`src/rtl/acc_x_wb_serializer.sv`:
```
// Purpose : Serializes X-interface responses, which may carry dual writeback
//           (rd and rd+1), into single-register writeback beats for the core's
//           single-port integer register file. One response is held at a time
//           in a registered stage, so core writeback stalls do not reach back
//           into the adapter's response path.
// Ports   : clk_i, rst_n          clock (rising edge), async active-high reset
//           x_rsp_*               X response input (valid/ready handshake)
//           wb_*                  writeback beat output (valid/ready handshake)
//           busy_o                a response is currently held
//           perf_*_cnt_o          saturating response counters (optional)
// Options : define ACC_WB_SERIALIZER_PERF_CNT_EN to add perf_rsp_cnt_o and
//           perf_dual_cnt_o.
module acc_x_wb_serializer #(
   parameter int unsigned DataWidth     = 32,
   parameter int unsigned DualWriteback = 1,
   parameter int unsigned RegAddrWidth  = 5
) (
   input  logic                      clk_i,
   input  logic                      rst_n,
   input  logic                      x_rsp_valid_i,
   output logic                      x_rsp_ready_o,
   input  logic [RegAddrWidth-1:0]   x_rsp_rd_i,
   input  logic [2*DataWidth-1:0]    x_rsp_data_i,
   input  logic                      x_rsp_dualwb_i,
   input  logic                      x_rsp_error_i,
   output logic                      wb_valid_o,
   input  logic                      wb_ready_i,
   output logic [RegAddrWidth-1:0]   wb_addr_o,
   output logic [DataWidth-1:0]      wb_data_o,
   output logic                      wb_error_o,
   output logic                      busy_o
`ifdef ACC_WB_SERIALIZER_PERF_CNT_EN
   ,
   output logic [31:0]               perf_rsp_cnt_o,
   output logic [31:0]               perf_dual_cnt_o
`endif
);

   localparam int unsigned CntWidth = 32;
   localparam logic        DualEn   = (DualWriteback != 0);

   typedef enum logic [1:0] {
      EMPTY  = 2'd0,
      FIRST  = 2'd1,
      SECOND = 2'd2
   } state_t;

   state_t                  state_q, state_d;
   logic [RegAddrWidth-1:0] rd_q, rd_d;
   logic [DataWidth-1:0]    lo_q, lo_d;
   logic [DataWidth-1:0]    hi_q, hi_d;
   logic                    dual_q, dual_d;
   logic                    err_q, err_d;
   logic [RegAddrWidth-1:0] addr_d;
   logic [DataWidth-1:0]    data_d;
   logic                    werr_d;
   logic                    in_hs;
   logic                    out_hs;
   logic                    last_beat;

   // Handshake and decode of the held response
   assign wb_valid_o    = (state_q != EMPTY);
   assign busy_o        = (state_q != EMPTY);
   assign last_beat     = ((state_q == FIRST) && !dual_q) || (state_q == SECOND);
   assign out_hs        = wb_valid_o && wb_ready_i;
   // Accepting on the last beat's handshake removes the input-side bubble
   assign x_rsp_ready_o = (state_q == EMPTY) || (out_hs && last_beat);
   assign in_hs         = x_rsp_valid_i && x_rsp_ready_o;

   // Next state, holding-register capture and next output beat
   always_comb begin
      state_d = state_q;
      rd_d    = rd_q;
      lo_d    = lo_q;
      hi_d    = hi_q;
      dual_d  = dual_q;
      err_d   = err_q;
      addr_d  = '0;
      data_d  = '0;
      werr_d  = 1'b0;

      if (in_hs) begin
         rd_d   = x_rsp_rd_i;
         lo_d   = x_rsp_data_i[DataWidth-1:0];
         hi_d   = x_rsp_data_i[2*DataWidth-1:DataWidth];
         dual_d = x_rsp_dualwb_i && DualEn;
         err_d  = x_rsp_error_i;
      end

      case (state_q)
         EMPTY: begin
            if (in_hs) state_d = FIRST;
         end
         FIRST: begin
            if (out_hs) begin
               if (dual_q)     state_d = SECOND;
               else if (in_hs) state_d = FIRST;
               else            state_d = EMPTY;
            end
         end
         SECOND: begin
            if (out_hs) state_d = in_hs ? FIRST : EMPTY;
         end
         default: state_d = EMPTY;
      endcase

      // Outputs are registered, so they are derived from the next state
      case (state_d)
         FIRST: begin
            addr_d = rd_d;
            data_d = lo_d;
            werr_d = err_d;
         end
         SECOND: begin
            // rd+1 wraps to x0; a wrapped second beat is flagged as an error
            addr_d = rd_d + RegAddrWidth'(1);
            data_d = hi_d;
            werr_d = err_d || (rd_d == {RegAddrWidth{1'b1}});
         end
         default: begin
            addr_d = '0;
            data_d = '0;
            werr_d = 1'b0;
         end
      endcase
   end

   // State, holding and output registers
   always_ff @(posedge clk_i or posedge rst_n) begin
      if (rst_n) begin
         state_q    <= EMPTY;
         rd_q       <= '0;
         lo_q       <= '0;
         hi_q       <= '0;
         dual_q     <= 1'b0;
         err_q      <= 1'b0;
         wb_addr_o  <= '0;
         wb_data_o  <= '0;
         wb_error_o <= 1'b0;
      end else begin
         state_q    <= state_d;
         rd_q       <= rd_d;
         lo_q       <= lo_d;
         hi_q       <= hi_d;
         dual_q     <= dual_d;
         err_q      <= err_d;
         wb_addr_o  <= addr_d;
         wb_data_o  <= data_d;
         wb_error_o <= werr_d;
      end
   end

`ifdef ACC_WB_SERIALIZER_PERF_CNT_EN
   logic dual_acc;
   assign dual_acc = in_hs && x_rsp_dualwb_i && DualEn;

   // Saturating counters of accepted responses and accepted dual responses
   always_ff @(posedge clk_i or posedge rst_n) begin
      if (rst_n) begin
         perf_rsp_cnt_o  <= '0;
         perf_dual_cnt_o <= '0;
      end else begin
         if (in_hs && (perf_rsp_cnt_o != {CntWidth{1'b1}}))
            perf_rsp_cnt_o <= perf_rsp_cnt_o + CntWidth'(1);
         if (dual_acc && (perf_dual_cnt_o != {CntWidth{1'b1}}))
            perf_dual_cnt_o <= perf_dual_cnt_o + CntWidth'(1);
      end
   end
`endif

endmodule

```
`config.mk`:
```
export PLATFORM = sky130hd
export DESIGN_NAME = acc_x_wb_serializer
export DESIGN_NICKNAME = d
export VERILOG_FILES = /design/src/rtl/acc_x_wb_serializer.sv
export SDC_FILE = /design/constraint.sdc
export NUM_CORES = 1
export LEC_CHECK = 0
export BUFFER_PORTS_ARGS = -buffer_cell sky130_fd_sc_hd__buf_2
export CAP_MARGIN = 30
export CORE_ASPECT_RATIO = 1.75
export CORE_MARGIN = 2
export CORE_UTILIZATION = 35
export CTS_CLUSTER_DIAMETER = 30
export DETAILED_ROUTE_END_ITERATION = 7
export MAX_ROUTING_LAYER = met4
export PLACE_DENSITY_LB_ADDON = 0.3
export RECOVER_POWER = 50
export SETUP_SLACK_MARGIN = 0.15
export SLEW_MARGIN = 20
export SYNTH_ARGS = -nofsm -noshare
export SYNTH_HDL_FRONTEND = slang
export SYNTH_SLANG_ARGS = --single-unit
```
`constraint.sdc`:
```
create_clock -name clk_i -period 3.91 [get_ports clk_i]
set_clock_uncertainty 0.15 [all_clocks]
set_input_delay 0.5865 -clock clk_i [delete_from_list [all_inputs] [get_ports clk_i]]
set_output_delay 0.5865 -clock clk_i [all_outputs]
set_load 0.01 [all_outputs]
```
==> results.cfg <==
[logic_synthesis]
yosys.area_share.simple_pct = 2.18
synth.mux.area_fraction_pct = 21.4
syn_nets = 356
synth_fa_ha_area_share_pct = 1.40
syn_area_um2 = 4480
ys_seq_elements = 111
synth.yosys.warnings = 0
postSynthCellCount = 276
synth_compound_gate_area_share_pct = 8.92
xor_and_xnor_fraction_of_the_mapped_netlist_area_pct = 0.391
synth.yosys.seq_area_share_pct = 62.1
yosys.cell_types.count = 30
largest_family_of_logic_cells_by_synthesized_area = multiplexers
post_synth.cell_area_avg_um2 = 16.2

[cells_and_area]
proportion_of_layout_cells_with_a_drive_suffix_above_1_pct = 44.3
share_of_the_core_filled_with_cells_pct = 43.8
antenna_cells = 0
final_net_count = 472
final.fill_count = 1143
area_growth_pct = 22.3

[clocking]
postCtsSetupBuffers = 0
cts.htree.levels = 3
ctsLongestPathBuffers = 2
clk_pin_slew_ns = 0.07
clkSinkCount = 111
post_cts_hold_buffer_count = 0
cts_root_buf = sky130_fd_sc_hd__clkbuf_16
clk-insertion-delay-late_ns = 0.34
tritoncts = yes
cts_made_buffers = 9
cts_repair_resize_count = 0

[detailed_routing]
drt_iter0_markers = 86
route.detailed.vias_per_inst = 4.89
met2_wirelength_from_detailed_routing_um = 5260
drtAntennaViolNets = 0
totalWireLength_um = 9620
met3_length_um = 337
remaining_drc_errors = 0
wirelength_met1_um = 3800
drt-pass1-iter-count = 4
avgRoutedWirePerCell_um = 17.0
top_layer = met4
route.vias.total = 2765

[global_route]
vias_in_the_first_global_route = 3012
globalRouteOverflowTotal = 0
grt_max_degree = 66
gr-usage-all-layers_pct = 14.9
antenna_found_initial = 0
grt_first_pass_wirelength_um = 15100

[job]
timing.max_cap.violations = 1

[timing]
timing.slew.headroom_pct = -61.5
finalWorstPathRequiredPeriod_ns = 2.79
timing.final.max_slew_violations = 66
setup-violations-final = 0
worstMarginPinSlew_ns = 2.42
fin_worst_hold_slack_ns = 0.319
max_clock_freq_ghz = 0.359
setup-tns-final_ns = 0
report.final.hold_viol_count = 0
layout_worst_path_cycle_share_pct = 71.2
grt_setup_unrepaired = no

[setup_path]
worst_path_largest_cell_delay_ns = 1.68
crit_buf_inv = 3
critical_path.top_delay_family = buffers and inverters
critical_path_peak_fanout = 65
crit_required_ns = 4.22
crit_path_cell_trace = buf_2 > inv_1 > clkbuf_2
cp_max_stage_cell = sky130_fd_sc_hd__inv_1
worstSetupPathType = in2async
critPathCaptureType = asynchronous set/reset pin
timing.critical_path.from_type = input port
worstPathArrival_ns = 3.09

[power]
power.density_cell_area_nw_per_um2 = 802
finalPower_mw = 4.39
static-leakage-power_nw = 2.63
ir_worst_vdd_v = 0.000325

[status]
status = finished with violations
violations = capacitance limit, slew limit

[floorplan]
starting_density_of_the_core_pct = 35.8
ioPinCount = 116
die_area_um2 = 13700
die_w_um = 89.5
core_um2 = 12500
row_count = 54
dieHeight_um = 154

[place]
detailedPlacementHpwl_um = 6560
port_buffers = 115
gp_routability_congestion = 0.720

[min_path]
hold_path.class = in2reg
-- layer usage --
layer	vias to the layer above	track usage (%)
met5	-	-
met4	0	5.76
met3	13	3.01
met2	74	25.9
met1	1443	16.2
li1	1235	-
-- metrics by stage --
step	setup WS (ns)	cell area, um^2	cells
after floorplan	0.243	4480	276
after global placement	0.962	5200	548
after detailed placement	0.953	5200	548
after CTS	1.18	5490	564
after global routing	0.630	5470	565
final	1.12	5470	565
-- cells in the mapped netlist (all sizes together) --
master	count	share of area (%)
clkbuf	10	0.84
nand2b	2	0.28
a22o	4	0.78
dfrtp	111	62
o21ai	3	0.34
mux2	70	21
nand3	2	0.22
xor2	1	0.20
nand4b	1	0.20
a21oi	1	0.11
o31ai	1	0.28
nor2	3	0.25
nor3b	1	0.28
xnor2	1	0.20
ha	5	1.4
o22ai	1	0.14
inv	7	0.59
buf	9	2.2
and3	1	0.14
nor2b	3	0.42
o21a	2	0.34
a32o	31	6.9
nand2	3	0.25
or3	1	0.14
mux2i	2	0.45
-- worst register-to-register path: stages, from the launching register on --
cell                      delay (ns)
sky130_fd_sc_hd__dfrtp_1        0.45
sky130_fd_sc_hd__nor2b_1        0.12
sky130_fd_sc_hd__o31ai_4        0.26
sky130_fd_sc_hd__buf_4          0.23
sky130_fd_sc_hd__mux2_2         0.39
sky130_fd_sc_hd__ha_1           0.23
sky130_fd_sc_hd__and3_1         0.16
sky130_fd_sc_hd__ha_1           0.26
sky130_fd_sc_hd__a22o_1         0.21
-- report_power, final --
| group | switching [mW] | internal [mW] | leakage, nW |
|---|---|---|---|
| Combinational | 0.859 | 0.868 | 1.12 |
| Clock | 0.422 | 0.463 | 0.143 |
| Sequential | 0.153 | 1.62 | 1.37 |
| Total | 1.43 | 2.96 | 2.63 |
-- cell usage in the layout, fill, tap and decap left out, drive strengths merged --
| cell | n |
|---|---|
| dfrtp | 111 |
| buf | 89 |
| mux2 | 70 |
| clkbuf | 46 |
| a32o | 31 |
| inv | 11 |
| ha | 5 |
| a22o | 4 |
| nor2 | 3 |
| nand2 | 3 |
| o21ai | 3 |
| nor2b | 3 |
| nand2b | 2 |
| o21a | 2 |
| mux2i | 2 |
| nand3 | 2 |
| nor3b | 1 |
| o31ai | 1 |
| nand4b | 1 |
| and3 | 1 |
| xnor2 | 1 |
| xor2 | 1 |
| a21oi | 1 |
| o22ai | 1 |
| or3 | 1 |
| clkinv | 1 |
-- sequential cells by signal, indices dropped and copies added (netlist names) --
register / count
wb_data_o: 32
lo_q: 32
state_q: 2
wb_addr_o: 5
wb_error_o: 1
err_q: 1
hi_q: 32
rd_q: 5
dual_q: 1
-- worst paths after layout --
kind / from / endpoint / depth (start not counted) / slack (ns)
max: rst_n / wb_data_o[23] / 3 / 1.12
min: x_rsp_dualwb_i / dual_q / 2 / 0.32
max reg2reg: state_q[0] / wb_addr_o[4] / 8 / 1.34
min reg2reg: lo_q[9] / lo_q[9] / 1 / 0.35
max in group clk_i: state_q[0] / wb_addr_o[4] / 8 / 1.34
min in group asynchronous: rst_n / wb_data_o[12] / 2 / 0.92
-- final cells by class --
class	instances	area, um^2	share of cell area [%]
well taps	168	210	3.84
clock buffers	11	243	4.44
multi-input cells	139	1550	28.3
flip-flops and latches	111	2780	50.8
clock inverters	5	46.3	0.846
repair buffers	124	618	11.3
inverters	7	26.3	0.480
-- cells by family after synthesis --
kind of cell	count (synthesis)
AND/OR/NAND/NOR	17
adder cells (fa/ha/maj)	5
buffers and inverters	26
multiplexers	72
AO/OA/AOI/OAI	43
flip-flops	111
XOR/XNOR	2
No activity file was read; power rests on OpenSTA's default activity.
